[src/rtl/dct_adder_tree_p.sv]
// dct_adder_tree_p: pipelined split-carry signed adder tree with scale, round, saturate; ports clk, rst, in_valid, n_flat in; out_valid, dct, ovf out
module dct_adder_tree_p #(
  parameter int NUM_IN = 8,
  parameter int IN_W = 14,
  parameter int LSB_W = 8,
  parameter int SHIFT = 5,
  parameter int OUT_W = 12,
  parameter int ROUND = 0,
  parameter int SAT = 1
) (
  input  logic clk,
  input  logic rst,
  input  logic in_valid,
  input  logic [NUM_IN*IN_W-1:0] n_flat,
  output logic out_valid,
  output logic [OUT_W-1:0] dct,
  output logic ovf
);
  localparam int LEVELS = $clog2(NUM_IN);
  localparam int SUM_W = IN_W + LEVELS;
  localparam int LATENCY = 2 * LEVELS + 1;
  localparam logic [SUM_W:0] RND = (ROUND != 0 && SHIFT > 0) ? (SUM_W+1)'(1) << (SHIFT > 0 ? SHIFT - 1 : 0) : '0;
  localparam logic signed [SUM_W:0] MAXV = (SUM_W+1)'((64'sd1 <<< (OUT_W - 1)) - 64'sd1);
  localparam logic signed [SUM_W:0] MINV = ~MAXV;
  logic [LATENCY-1:0] vld;
  logic [SUM_W-1:0] s;
  logic signed [SUM_W:0] t, v;
  logic hi, lo;
  logic [OUT_W-1:0] dct_n;
  for (genvar k = 0; k < LEVELS; k++) begin : lv
    localparam int W = IN_W + k;
    localparam int N = NUM_IN >> (k + 1);
    localparam int H = W - LSB_W;
    logic [2*N*W-1:0] opd;
    logic [N*(LSB_W+1)-1:0] lo_a;
    logic [N*H-1:0] ha, hb;
    logic [N*LSB_W-1:0] lo_b;
    logic [N*(H+1)-1:0] hi_b;
    logic [N*(W+1)-1:0] res;
    if (k == 0) begin : src
      assign opd = n_flat;
    end else begin : src
      assign opd = lv[k-1].res;
    end
    for (genvar j = 0; j < N; j++) begin : pr
      // cycle A: low fields plus carry out; cycle B: sign-extended high fields absorb that carry
      always_ff @(posedge clk) begin
        if (rst) begin
          lo_a[j*(LSB_W+1) +: LSB_W+1] <= '0;
          ha[j*H +: H] <= '0;
          hb[j*H +: H] <= '0;
          lo_b[j*LSB_W +: LSB_W] <= '0;
          hi_b[j*(H+1) +: H+1] <= '0;
        end else begin
          lo_a[j*(LSB_W+1) +: LSB_W+1] <= {1'b0, opd[2*j*W +: LSB_W]} + {1'b0, opd[(2*j+1)*W +: LSB_W]};
          ha[j*H +: H] <= opd[2*j*W+LSB_W +: H];
          hb[j*H +: H] <= opd[(2*j+1)*W+LSB_W +: H];
          lo_b[j*LSB_W +: LSB_W] <= lo_a[j*(LSB_W+1) +: LSB_W];
          hi_b[j*(H+1) +: H+1] <= {ha[j*H+H-1], ha[j*H +: H]} + {hb[j*H+H-1], hb[j*H +: H]}
            + {{H{1'b0}}, lo_a[j*(LSB_W+1)+LSB_W]};
        end
      end
      assign res[j*(W+1) +: W+1] = {hi_b[j*(H+1) +: H+1], lo_b[j*LSB_W +: LSB_W]};
    end
  end
  assign s = lv[LEVELS-1].res;
  always_comb begin
    t = $signed({s[SUM_W-1], s}) + $signed(RND);
    v = t >>> SHIFT;
    hi = v > MAXV;
    lo = v < MINV;
    dct_n = (SAT != 0 && hi) ? MAXV[OUT_W-1:0] : (SAT != 0 && lo) ? MINV[OUT_W-1:0] : v[OUT_W-1:0];
  end
  always_ff @(posedge clk) begin
    if (rst) begin
      vld <= '0;
      dct <= '0;
      ovf <= 1'b0;
    end else begin
      vld <= {vld[LATENCY-2:0], in_valid};
      dct <= dct_n;
      ovf <= hi | lo;
    end
  end
  assign out_valid = vld[LATENCY-1];
endmodule

[config.mk]
export PLATFORM = sky130hd
export DESIGN_NAME = dct_adder_tree_p
export DESIGN_NICKNAME = d
export VERILOG_FILES = /design/src/rtl/dct_adder_tree_p.sv
export SDC_FILE = /design/constraint.sdc
export NUM_CORES = 1
export LEC_CHECK = 0
export BUFFER_PORTS_ARGS = -buffer_cell sky130_fd_sc_hd__buf_2
export CORE_UTILIZATION = 30
export CTS_BUF_LIST = sky130_fd_sc_hd__clkbuf_16
export DETAILED_ROUTE_END_ITERATION = 6
export GPL_ROUTABILITY_DRIVEN = 0
export SLEW_MARGIN = 40
export SYNTH_ARGS = -nofsm -noshare
export SYNTH_HDL_FRONTEND = slang
export SYNTH_SLANG_ARGS = --single-unit
export TNS_END_PERCENT = 100
[constraint.sdc]
create_clock -name clk -period 4.45 [get_ports clk]
set_clock_uncertainty 0.1 [all_clocks]
set_input_delay 0.445 -clock clk [delete_from_list [all_inputs] [get_ports clk]]
set_output_delay 0.445 -clock clk [all_outputs]
set_load 0.005 [all_outputs]
==> results.md, run 1 <==
* Final ANT Viol Nets at 0
* Synth cell types at 39
* Top post-synthesis cells by area: dfxtp_1, nor2b_1, ha_1, fa_1, nor2_1
* Ys Warns at 0
* Initial antenna violation count at 0
* Cts-stage hold buffer count at 33
* Max cap viols at 0
* Pre-Repair DR Iteration Count at 7
* Worst EP required at 4.83 ns
* DP Worst Slack at 2.020 ns
* Global-route wire length before repair at approximately 34 mm
* Tcrit/Tclk final at 54.08%
* Hold Path Class: in2reg
* Leakage at 5.811 nW
* Crit path max fanout at 3
* Unrepaired setup endpoints after global routing: no
* TritonCTS clock tree: done
* Worst reg2reg startpoint: lv[2].lo_a[8]
* Status: finished, violations left
* Reg clk slew, reported paths at ~0.06 ns
* Yosys top cell by area: dfxtp_1
* Sum Neg Setup Slack at 0 ns
* Buffers on Ports at 128
* Worst setup SP type: flip-flop
* Fin Hold WS at 0.01874 ns
* IO Count at about 130
* Area grow syn2layout at 22.64%
* VDD IR max at 0.0002965 V
* Cell area after layout at around 13000 um2
* Final std cells w/o fill at 1694
* Clock Path Buffers at 3
* Cells after synthesis at 1048
* R2R Path End: lv[2].hi_b[8]
* Final setup fails at 0
* Final Critical Period at 2.407 ns
* Via count at 7358
* Placed Area at 12000 um2
* CP startpoint: lv[2].lo_a[8]
* Fraction of layout cells with a size suffix above 1 at between 10 and 15%
* Row cnt at 69
* Slew of the pin with the lowest slew margin at 0.5788 ns
* Slew Limit Fails at 0
* Number of synthesized flops with an enable pin at 0
* GRT overflow at 0
* Num CTS Buffers at 30
* Relative slew slack at 61.41%
* Worst skew pair latency at about 0.56 ns
* Failing checks: DRC
* Worst-case reg-to-reg path depth at 7
* CTS resizes at 0
* Total core area at 35660 um2
* Antenna cells at 0
* Largest net degree at the start of global routing at 203
* Clock Sinks at 274
* DRC Markers at 2
* Post-DR wirelength/cell at 11.74 um
* Vias in the first global route at 7292
* Final WL at 19.89 mm
* Mapped cell area at 10890 um2
* Gr usage total at 11.00%
* Fillcell total at 3543
* Placed Cells at 1605
* Initial drt markers at about 240
* Via/cell ratio at 4.344
* Initial core utilization at 30.53%
* Worst EP arrival at 2.79 ns
* Worst Setup EP: lv[2].hi_b[8]
* Hpwl dp at around 14 mm
* Asr flop ratio synth at 0%
* Die extent in x at 192.5 um
* Nets at 1439
* Synth top area share at 50.39%
* Postcts setup bufs at 0
* Die ar. at 37050 um2
* Seq/Total Area, Yosys at 50.39%
* Power Dens Cells at 428.1 nW/um2
* Die Span Y at 192.5 um
* Root buf cell: clkbuf_16
* Final hold viol count at 0
* H-Tree Depth at 1
* Crit end category: flip-flop
* Top_reg_cell synth: dfxtp_1
* Critical path class: reg2reg
* Achievable frequency at 0.4155 GHz
* Setup ws final at ~2.0 ns
* FF+latch count, synth at 274
* Avg Inst Size Synth at 10.39 um2
* Synth Net Count at 1277
* R2r setup slk at 2.04 ns
Yosys cell counts, types with 17 or more instances:
cell type,instances
o21ai_0,51
dfxtp_1,274
ha_1,94
xnor2_1,20
clkbuf_1,22
fa_1,20
nor3_1,30
nor2_1,74
nand2_1,25
nor2b_1,195
o21a_1,17
inv_1,39
a21oi_1,40
metal layers:
metal | part of all wire [%] | global-route usage, % | wire length, um | vias up
li1 | - | - | - | 3865
met4 | 2.4 | 3.210 | 481 | 0
met2 | 46 | 18.55 | 9183 | 147
met1 | 47 | 14.32 | 9443 | 3308
met3 | 3.9 | 1.855 | 783 | 38
met5 | 0 | 0 | 0 | -
report_power, final:
part	internal, mW	total (mW)	switching (mW)
clock	1.46	2.43	0.969
combinational	0.302	0.601	0.300
sequential	2.63	2.69	0.0567
worst max-delay path: stages (launching register included):
cell and delay [ns]:
dfxtp_1 0.31, fa_1 0.47, fa_1 0.42, a21o_1 0.20, a21oi_2 0.19, o211ai_2 0.14, a2111oi_2 0.37, o21a_1 0.15
flip-flops by register name, indices dropped and copies added (netlist names):
| name | flops |
|---|---|
| dct | 12 |
| ovf | 1 |
| lv.lo_a | 58 |
| lv.lo_b | 51 |
| lv.ha | 46 |
| lv.hi_b | 53 |
| lv.hb | 46 |
| vld | 7 |
cell usage in the layout, fill, tap and decap left out, drive strengths merged, types with 5 or more instances in the layout:
master,count
buf,129
dlygate4sd3,33
o21a,17
clkbuf,31
nor3b,10
a211oi,16
dfxtp,274
o31a,6
nor2b,195
a31oi,9
nor3,30
xnor2,20
o21ai,51
nand2,25
nand2b,14
inv,42
a21oi,41
clkinv,18
o21bai,9
fa,20
a21o,15
o311ai,5
nand3,6
ha,94
xor2,16
nor2,74
stage by stage:
step	power, mW	util (%)
2_1_floorplan	3.148	-
4_1_cts	5.808	37.37
6_report	5.716	37.45
5_1_grt	6.024	37.45
3_5_place_dp	3.329	33.66
3_3_place_gp	3.319	33.66
worst min-delay path by stage:
stage                         from        endpoint  slack, ns  cells after the start
finish                 n_flat[107]    lv[0].hb[19]       0.02                      2
global route            n_flat[24]     lv[0].hb[2]      0.007                      2
CTS                     n_flat[25]     lv[0].hb[3]      0.002                      2
detailed placement  lv[0].lo_a[32]  lv[0].lo_b[29]       0.32                      1
global placement    lv[0].lo_a[30]  lv[0].lo_b[27]       0.32                      1
floorplan            lv[2].lo_b[5]          dct[0]       0.31                      1
final cells by class:
| type | count | area, um2 | area share, % |
|---|---|---|---|
| timing repair buffer | 163 | 1027 | 7.694 |
| tap | 461 | 576.8 | 4.320 |
| sequential | 274 | 5485 | 41.08 |
| multi-input combinational | 702 | 5124 | 38.37 |
| inverter | 39 | 146.4 | 1.096 |
| clock inverter | 25 | 241.5 | 1.809 |
| clock buffer | 30 | 750.7 | 5.623 |
cell families after synthesis:
family	count (synthesis)	share of synthesized area, %
buffers and inverters	72	2.551
xor gates and xnor gates	36	2.896
and+or+nand+nor	366	18.55
adders and majority gates	114	14.48
other	1	0.03445
DFF	274	50.39
AOI/OAI and AO/OA	185	11.10
Power figures use the tool's default switching activity.
==> inputs of run 2 (changes only) <==
--- a/config.mk
+++ b/config.mk
@@ -5,6 +5,7 @@
 export SDC_FILE = /design/constraint.sdc
 export NUM_CORES = 1
 export LEC_CHECK = 0
+export ABC_AREA = 1
 export BUFFER_PORTS_ARGS = -buffer_cell sky130_fd_sc_hd__buf_2
 export CORE_UTILIZATION = 30
 export CTS_BUF_LIST = sky130_fd_sc_hd__clkbuf_16
==> constraint.sdc (replaced) <==
create_clock -name clk -period 2 [get_ports clk]
set_clock_uncertainty 0.1 [all_clocks]
set_input_delay 0.2 -clock clk [delete_from_list [all_inputs] [get_ports clk]]
set_output_delay 0.2 -clock clk [all_outputs]
set_load 0.005 [all_outputs]
==> results.md, run 2 <==
* Status: finished, violations left (unchanged)
* Failing checks: hold timing (was DRC)
* Yosys top cell by area: dfxtp_1 (unchanged)
* Avg Inst Size Synth at 7.899 um2 (was 10.39 um2)
* Critical-path top delay cell: dlygate4sd3_1 (was fa_1)
* Worst EP required at 2.34 ns (was 4.83 ns)
* Crit path max fanout at 1 (was 3)
* Fraction of layout cells with a size suffix above 1 at 11.17% (was 14.60%)
* Initial drt markers at 307 (was 242)
* Synth top area share at 46.48% (was 50.39%)
* Final ANT Viol Nets at 0 (unchanged)
* Post-DR wirelength/cell at 9.852 um (was 11.74 um)
* Most common cell in the netlist: nor2_1 (was dfxtp_1)
* Mapped cell area at 11800 um2 (was 10890 um2)
* CP dominant cell by count: dlygate4sd3_1 (was fa_1)
* Clock Path Buffers at 3 (unchanged)
* Die Span Y at 200.3 um (was 192.5 um)
* Hold Path Class: in2reg (unchanged)
* Antenna cells at 0 (unchanged)
* Xor/xnor cell area share of the yosys netlist at 0.2969% (was 2.896%)
* Most common cell after layout, fill and taps aside: nor2_1 (was dfxtp_1)
* Die extent in x at 200.3 um (was 192.5 um)
* Critical path class: in2reg (was reg2reg)
* Initial antenna violation count at 0 (unchanged)
* Max FFs per register at 58 (unchanged)
* Row cnt at 72 (was 69)
* Power Dens Cells at 857.6 nW/um2 (was 428.1 nW/um2)
* Final Critical Period at 1.980 ns
* Setup ws final at 0.01996 ns (was 2.043 ns)
* Via/cell ratio at 4.024 (was 4.344)
* TritonCTS clock tree: done (unchanged)
* Main combinational cell family by area after synthesis: simple AND/OR/NAND/NOR gates (unchanged)
* Via count at 9288 (was 7358)
* Post-synthesis mux area share at 0% (unchanged)
* Tcrit/Tclk final at just under 100%
* Synth Area in Simple Gates at 22.95% (was 18.55%)
* Fillcell total at 3964 (was 3543)
* Synth cell types at 26 (was 39)
* Most frequent cells in the layout: nor2_1, inv_1, dfxtp_1 (was dfxtp_1, nor2b_1, buf_2)
* Final WL at 22.74 mm (was 19.89 mm)
* Pre-Repair DR Iteration Count at 5 (was 7)
* Asr flop ratio synth at 0% (unchanged)
* Leakage at 7.712 nW (was 5.811 nW)
* Total core area at 38740 um2 (was 35660 um2)
* Max cap viols at 0 (unchanged)
* FF+latch count, synth at 274 (unchanged)
* R2R Path End: lv[2].hi_b[8] (unchanged)
* Unrepaired setup endpoints after global routing: no (unchanged)
* Placed Cells at 2113 (was 1605)
* Worst setup SP type: input port (was flip-flop)
* Fin util at 39.58% (was 37.45%)
* Multi-input logic area at 4956 um2 (was 5124 um2)
* GRT overflow at 0 (unchanged)
* Worst EP arrival at 2.32 ns (was 2.79 ns)
* VDD IR max at 0.0006100 V (was 0.0002965 V)
* Num CTS Buffers at 30 (unchanged)
* Clock Sinks at 274 (unchanged)
* Sum Neg Setup Slack at 0 ns (unchanged)
* Synth Area in Compound Gates at 5.153% (was 11.10%)
* Largest registers: lv.lo_a x58, lv.hi_b x53, lv.lo_b x51 (unchanged)
* Slew Limit Fails at 0 (unchanged)
* Final hold viol count at 2 (was 0)
* Global-route wire length before repair at 39.68 mm (was 33.63 mm)
* Post-synth top cells: nor2_1, inv_1, dfxtp_1, nand2_1, a21oi_1 (was dfxtp_1, nor2b_1, ha_1, nor2_1, o21ai_0)
* DP Worst Slack at 0.1562 ns (was 2.020 ns)
* Root buf cell: clkbuf_16 (unchanged)
* Worst skew pair latency at 0.56 ns (about the same)
* Synth Area in Adders at 13.36% (was 14.48%)
* Seq/Total Area, Yosys at 46.48% (was 50.39%)
* Worst reg2reg startpoint: lv[2].lo_a[8] (unchanged)
* Die ar. at 40130 um2 (was 37050 um2)
* Fin Hold WS at -0.04957 ns (was 0.01874 ns)
* H-Tree Depth at 1 (unchanged)
* Final setup fails at 0 (unchanged)
* Largest net degree at the start of global routing at 84 (was 203)
* R2r setup slk at 0.14 ns (was 2.04 ns)
* Reg clk slew, reported paths at 0.06 ns (about the same)
* IO Count at 129 (unchanged)
* Vias in the first global route at 9072 (was 7292)
* Gr usage total at 11.53% (was 11.00%)
* Worst-case reg-to-reg path depth at 8 (was 7)
* CP Cell Sequence: dlygate4sd3_1, buf_2, ha_1, dlygate4sd3_1, a21oi_1, dlygate4sd3_1, a21oi_1 (was fa_1, fa_1, a21o_1, a21oi_2, o211ai_2, a2111oi_2, o21a_1)
* CP startpoint: n_flat[21] (was lv[2].lo_a[8])
* Buffers on Ports at 128 (unchanged)
* Area grow syn2layout at 29.92% (was 22.64%)
* CP peak stage delay at 0.56 ns (was 0.47 ns)
* Biggest register: lv.lo_a (unchanged)
* Initial core utilization at 30.47% (was 30.53%)
* Synth Net Count at 1723 (was 1277)
* Hpwl dp at 15.45 mm (was 14.06 mm)
* Worst Setup EP: lv[0].lo_a[8] (was lv[2].hi_b[8])
* Top_reg_cell synth: dfxtp_1 (unchanged)
* Number of synthesized flops with an enable pin at 0 (unchanged)
* Nets at 1995 (was 1439)
* Crit end category: flip-flop (unchanged)
* Ys Warns at 0 (unchanged)
* Top post-synthesis cells by area: dfxtp_1, ha_1, nor2_1, inv_1, nand2_1 (was dfxtp_1, nor2b_1, ha_1, fa_1, nor2_1)
* Cells after synthesis at 1494 (was 1048)
* Sequential Area at 5485 um2 (unchanged)
* Final std cells w/o fill at 2308 (was 1694)
* DRC Markers at 0 (was 2)
* Achievable frequency at 0.5050 GHz
==> run 2: changes by cell type after synthesis, sizes merged, moves of 30 or more <==
| cell | delta |
|---|---|
| nand2 | +214 |
| nand3 | +48 |
| inv | +260 |
| nor3 | -30 |
| nor2 | +233 |
| a21oi | +57 |
| nor2b | -195 |
==> run 2: what timing repair did <==
action	in CTS	in global routing
setup buffers	0	0
hold buffers	140	1
endpoints found under the setup margin	0	6
endpoints found under the hold margin	75	1
gates resized for setup	0	5
==> run 2: power breakdown <==
group          switching, mW  internal [mW]
logic                  0.855          0.793
clock network           2.26           3.29
registers              0.124           5.84
==> run 2: critical path, delay by kind of cell <==
kind	cells	cell delay (ns)
AOI/OAI and AO/OA	2	0.17
buffers and inverters	4	1.78
adders and majority gates	1	0.17
==> run 2: worst min path at each step <==
| stage | end | cells after the start | startpoint |
|---|---|---|---|
| after detailed placement | lv[1].ha[5] | 2 | lv[0].hi_b[5] |
| after global routing | lv[0].lo_a[35] | 4 | n_flat[105] |
| after global placement | vld[4] | 2 | vld[3] |
| final | lv[0].lo_a[2] | 4 | n_flat[2] |
| after floorplan | lv[0].ha[0] | 2 | n_flat[8] |
| after CTS | lv[0].lo_a[21] | 4 | n_flat[59] |
==> run 2: cell type report <==
| cell class | count | share of cell area (%) |
|---|---|---|
| sequential | 274 | 35.78 |
| timing repair buffer | 270 | 13.69 |
| clock buffer | 30 | 4.896 |
| tap | 518 | 4.227 |
| clock inverter | 26 | 1.771 |
| multi-input combinational | 891 | 32.32 |
| inverter | 299 | 7.320 |
==> run 2: routing by layer <==
layer / global-route usage (%) / part of all wire, % / wire length [um]
met3: 1.904 / 3.3 / 743
met1: 14.04 / 46 / 10550
met4: 3.435 / 2.4 / 556
met5: 0 / 0 / 0
met2: 20.70 / 48 / 10890
==> run 2: per-stage QoR <==
step,total power [mW],area (um2)
2_1_floorplan,7.086,11800
3_3_place_gp,7.453,12890
3_5_place_dp,7.481,12890
4_1_cts,13.36,15320
5_1_grt,13.86,15330
6_report,13.15,15330
==> run 2: cell families after synthesis <==
family                     after synthesis
adders and majority gates              114
xor gates and xnor gates                 4
buffers and inverters                  329
other                                    1
and+or+nand+nor                        651
DFF                                    274
AOI/OAI and AO/OA                      121
==> inputs of run 3 (changes only) <==
--- a/config.mk
+++ b/config.mk
@@ -7,7 +7,7 @@
 export LEC_CHECK = 0
 export ABC_AREA = 1
 export BUFFER_PORTS_ARGS = -buffer_cell sky130_fd_sc_hd__buf_2
-export CORE_UTILIZATION = 30
+export CORE_UTILIZATION = 25
 export CTS_BUF_LIST = sky130_fd_sc_hd__clkbuf_16
 export DETAILED_ROUTE_END_ITERATION = 6
 export GPL_ROUTABILITY_DRIVEN = 0
==> results.md, run 3 (synthesis gave the netlist of run 2 again) <==
* Die extent in x at 219.3 um (was 200.3 um)
* Hold EP: lv[0].lo_a[8] (was lv[0].lo_a[2])
* Tcrit/Tclk final at 96.97% (was 99.00%)
* Fillcell total at 4810 (was 3964)
* GRT overflow at 0 (unchanged)
* Worst EP required at 2.34 ns (about the same)
* Gr usage total at 9.933% (was 11.53%)
* Total core area at 46560 um2 (was 38740 um2)
* Critical-path top delay cell: dlygate4sd3_1 (unchanged)
* Max cap viols at 0 (unchanged)
* Area grow syn2layout at 27.42% (was 29.92%)
* R2r setup slk at 0.16 ns (was 0.14 ns)
* Die Span Y at 219.3 um (was 200.3 um)
* Buf/Inv on CP at 4 (unchanged)
* Worst skew pair latency at 0.57 ns (was 0.56 ns)
* Largest registers: lv.lo_a x58, lv.hi_b x53, lv.lo_b x51 (unchanged)
* Max FFs per register at 58 (unchanged)
* Antenna cells at 0 (unchanged)
* Unrepaired setup endpoints after global routing: no (unchanged)
* H-Tree Depth at 1 (unchanged)
* Hold Path Class: in2reg (unchanged)
* Critical path class: in2reg (unchanged)
* Vias in the first global route at 8928 (was 9072)
* Initial antenna violation count at 0 (unchanged)
* Final ANT Viol Nets at 0 (unchanged)
* Via count at 9261 (was 9288)
* HP Start: n_flat[6] (was n_flat[2])
* Hold path depth at 4 (unchanged)
* Most frequent cells in the layout: nor2_1, inv_1, dfxtp_1 (unchanged)
* Metal2 WL at 10.93 mm (was 10.89 mm)
* Initial drt markers at 345 (was 307)
* Reg clk slew, reported paths at 0.06 ns (about the same)
* CP peak stage delay at 0.56 ns (about the same)
* Worst-case reg-to-reg path depth at 8 (unchanged)
* R2R Path End: lv[2].hi_b[6] (was lv[2].hi_b[8])
* Postcts setup bufs at 0 (unchanged)
* Num CTS Buffers at 30 (unchanged)
* Pre-Repair DR Iteration Count at 6 (was 5)
* Hpwl dp at 16.52 mm (was 15.45 mm)
* Biggest register: lv.lo_a (unchanged)
* Final setup fails at 0 (unchanged)
* Final WL at 23.32 mm (was 22.74 mm)
* Fraction of layout cells with a size suffix above 1 at 11.48% (was 11.17%)
* IO Count at 129 (unchanged)
* Nets at 1959 (was 1995)
* Final std cells w/o fill at 2358 (was 2308)
* Status: complete, no violations (was finished, violations left)
* Post-DR wirelength/cell at 9.889 um (was 9.852 um)
* Most common cell after layout, fill and taps aside: nor2_1 (unchanged)
* VDD IR max at 0.0006397 V (was 0.0006100 V)
* Root buf cell: clkbuf_16 (unchanged)
* Crit end category: flip-flop (unchanged)
* Clock Sinks at 274 (unchanged)
* TritonCTS clock tree: done (unchanged)
* Sum Neg Setup Slack at 0 ns (unchanged)
* Largest net degree at the start of global routing at 84 (unchanged)
* Slew Limit Fails at 0 (unchanged)
* CP Cell Sequence: dlygate4sd3_1, buf_2, ha_1, dlygate4sd3_1, a21oi_1, dlygate4sd3_1, a21oi_1 (unchanged)
* Global-route wire length before repair at 39.65 mm (was 39.68 mm)
* Clock Path Buffers at 3 (unchanged)
* DRC Markers at 0 (unchanged)
* Final Critical Period at 1.939 ns (was 1.980 ns)
* WL met3 at 860 um (was 743 um)
* Highest routed layer: met4 (unchanged)
* Placed Cells at 2203 (was 2113)
* Achievable frequency at 0.5156 GHz (was 0.5050 GHz)
* Final hold viol count at 0 (was 2)
* Leakage at 7.506 nW (was 7.712 nW)
* Crit-path leading delay family: buffers and inverters (unchanged)
* Worst reg2reg startpoint: lv[2].lo_a[8] (unchanged)
* Row cnt at 79 (was 72)
* Power Dens Cells at 868.4 nW/um2 (was 857.6 nW/um2)
* Initial core utilization at 25.35% (was 30.47%)
* Crit path max fanout at 1 (unchanged)
* Wl on met1 at 10.75 mm (was 10.55 mm)
* Worst EP arrival at 2.28 ns (was 2.32 ns)
* Die ar. at 48080 um2 (was 40130 um2)
* Buffers on Ports at 128 (unchanged)
* CP dominant cell by count: dlygate4sd3_1 (unchanged)
* Worst setup SP type: input port (unchanged)
* Via/cell ratio at 3.927 (was 4.024)
[run 3: routing by layer]
metal  vias up  GRT usage [%]
met5         -              0
met4         0          4.329
met3        54          1.594
met2       142          17.16
met1      4092          12.08
li1       4973              -
[run 3: worst max path at each step]
stage                  start  depth (start not counted)  slack, ns        endpoint
3_3_place_gp   lv[2].lo_a[8]                          8       0.14   lv[2].hi_b[8]
6_report          n_flat[49]                          7       0.06  lv[0].lo_a[17]
2_1_floorplan  lv[2].lo_a[8]                          8       0.25   lv[2].hi_b[8]
5_1_grt          n_flat[100]                         10      0.003  lv[0].lo_a[35]
3_5_place_dp   lv[2].lo_a[8]                          8       0.12   lv[2].hi_b[6]
4_1_cts           n_flat[21]                          7       0.08   lv[0].lo_a[8]
[run 3: power by group]
part	internal, mW	total [mW]	switching (mW)
registers	5.84	5.96	0.128
logic	0.738	1.59	0.852
clock network	3.27	5.51	2.24
[run 3: worst reg2reg max path, stage by stage, from the launching register on]
cell,delay (ns)
dfxtp_1,0.32
fa_2,0.40
fa_1,0.38
nand2_1,0.10
nand2_1,0.11
nand3b_1,0.14
nand3_1,0.09
nand2_1,0.06
nor2_1,0.04
[run 3: cell type report]
cell class | instances | area (um2) | area share, %
Inverter | 299 | 1122 | 7.464
Sequential cell | 274 | 5485 | 36.48
Multi-Input combinational cell | 891 | 4949 | 32.91
Clock inverter | 23 | 247.7 | 1.648
Clock buffer | 30 | 750.7 | 4.993
Timing Repair Buffer | 234 | 1723 | 11.46
Tap cell | 607 | 759.5 | 5.051
[run 3: stage by stage]
| step | cell area (um2) | power [mW] | util, % | hold slack [ns] | setup WS (ns) |
|---|---|---|---|---|---|
| CTS | 15030 | 13.29 | 32.29 | 0.0005572 | 0.07969 |
| global route | 15040 | 13.80 | 32.30 | 0.02280 | 0.003073 |
| floorplan | 11800 | 7.086 | - | 0.2070 | 0.2485 |
| global placement | 13000 | 7.463 | 27.93 | 0.2888 | 0.1405 |
| detailed placement | 13000 | 7.487 | 27.93 | 0.2936 | 0.1192 |
| finish | 15040 | 13.06 | 32.30 | 0.01374 | 0.06066 |
[run 3: timing repair]
| action | in CTS | in global routing |
|---|---|---|
| hold buffers | 103 | 0 |
| endpoints found under the hold margin | 112 | 0 |
| endpoints found under the setup margin | 0 | 5 |
| resized for setup | 0 | 4 |
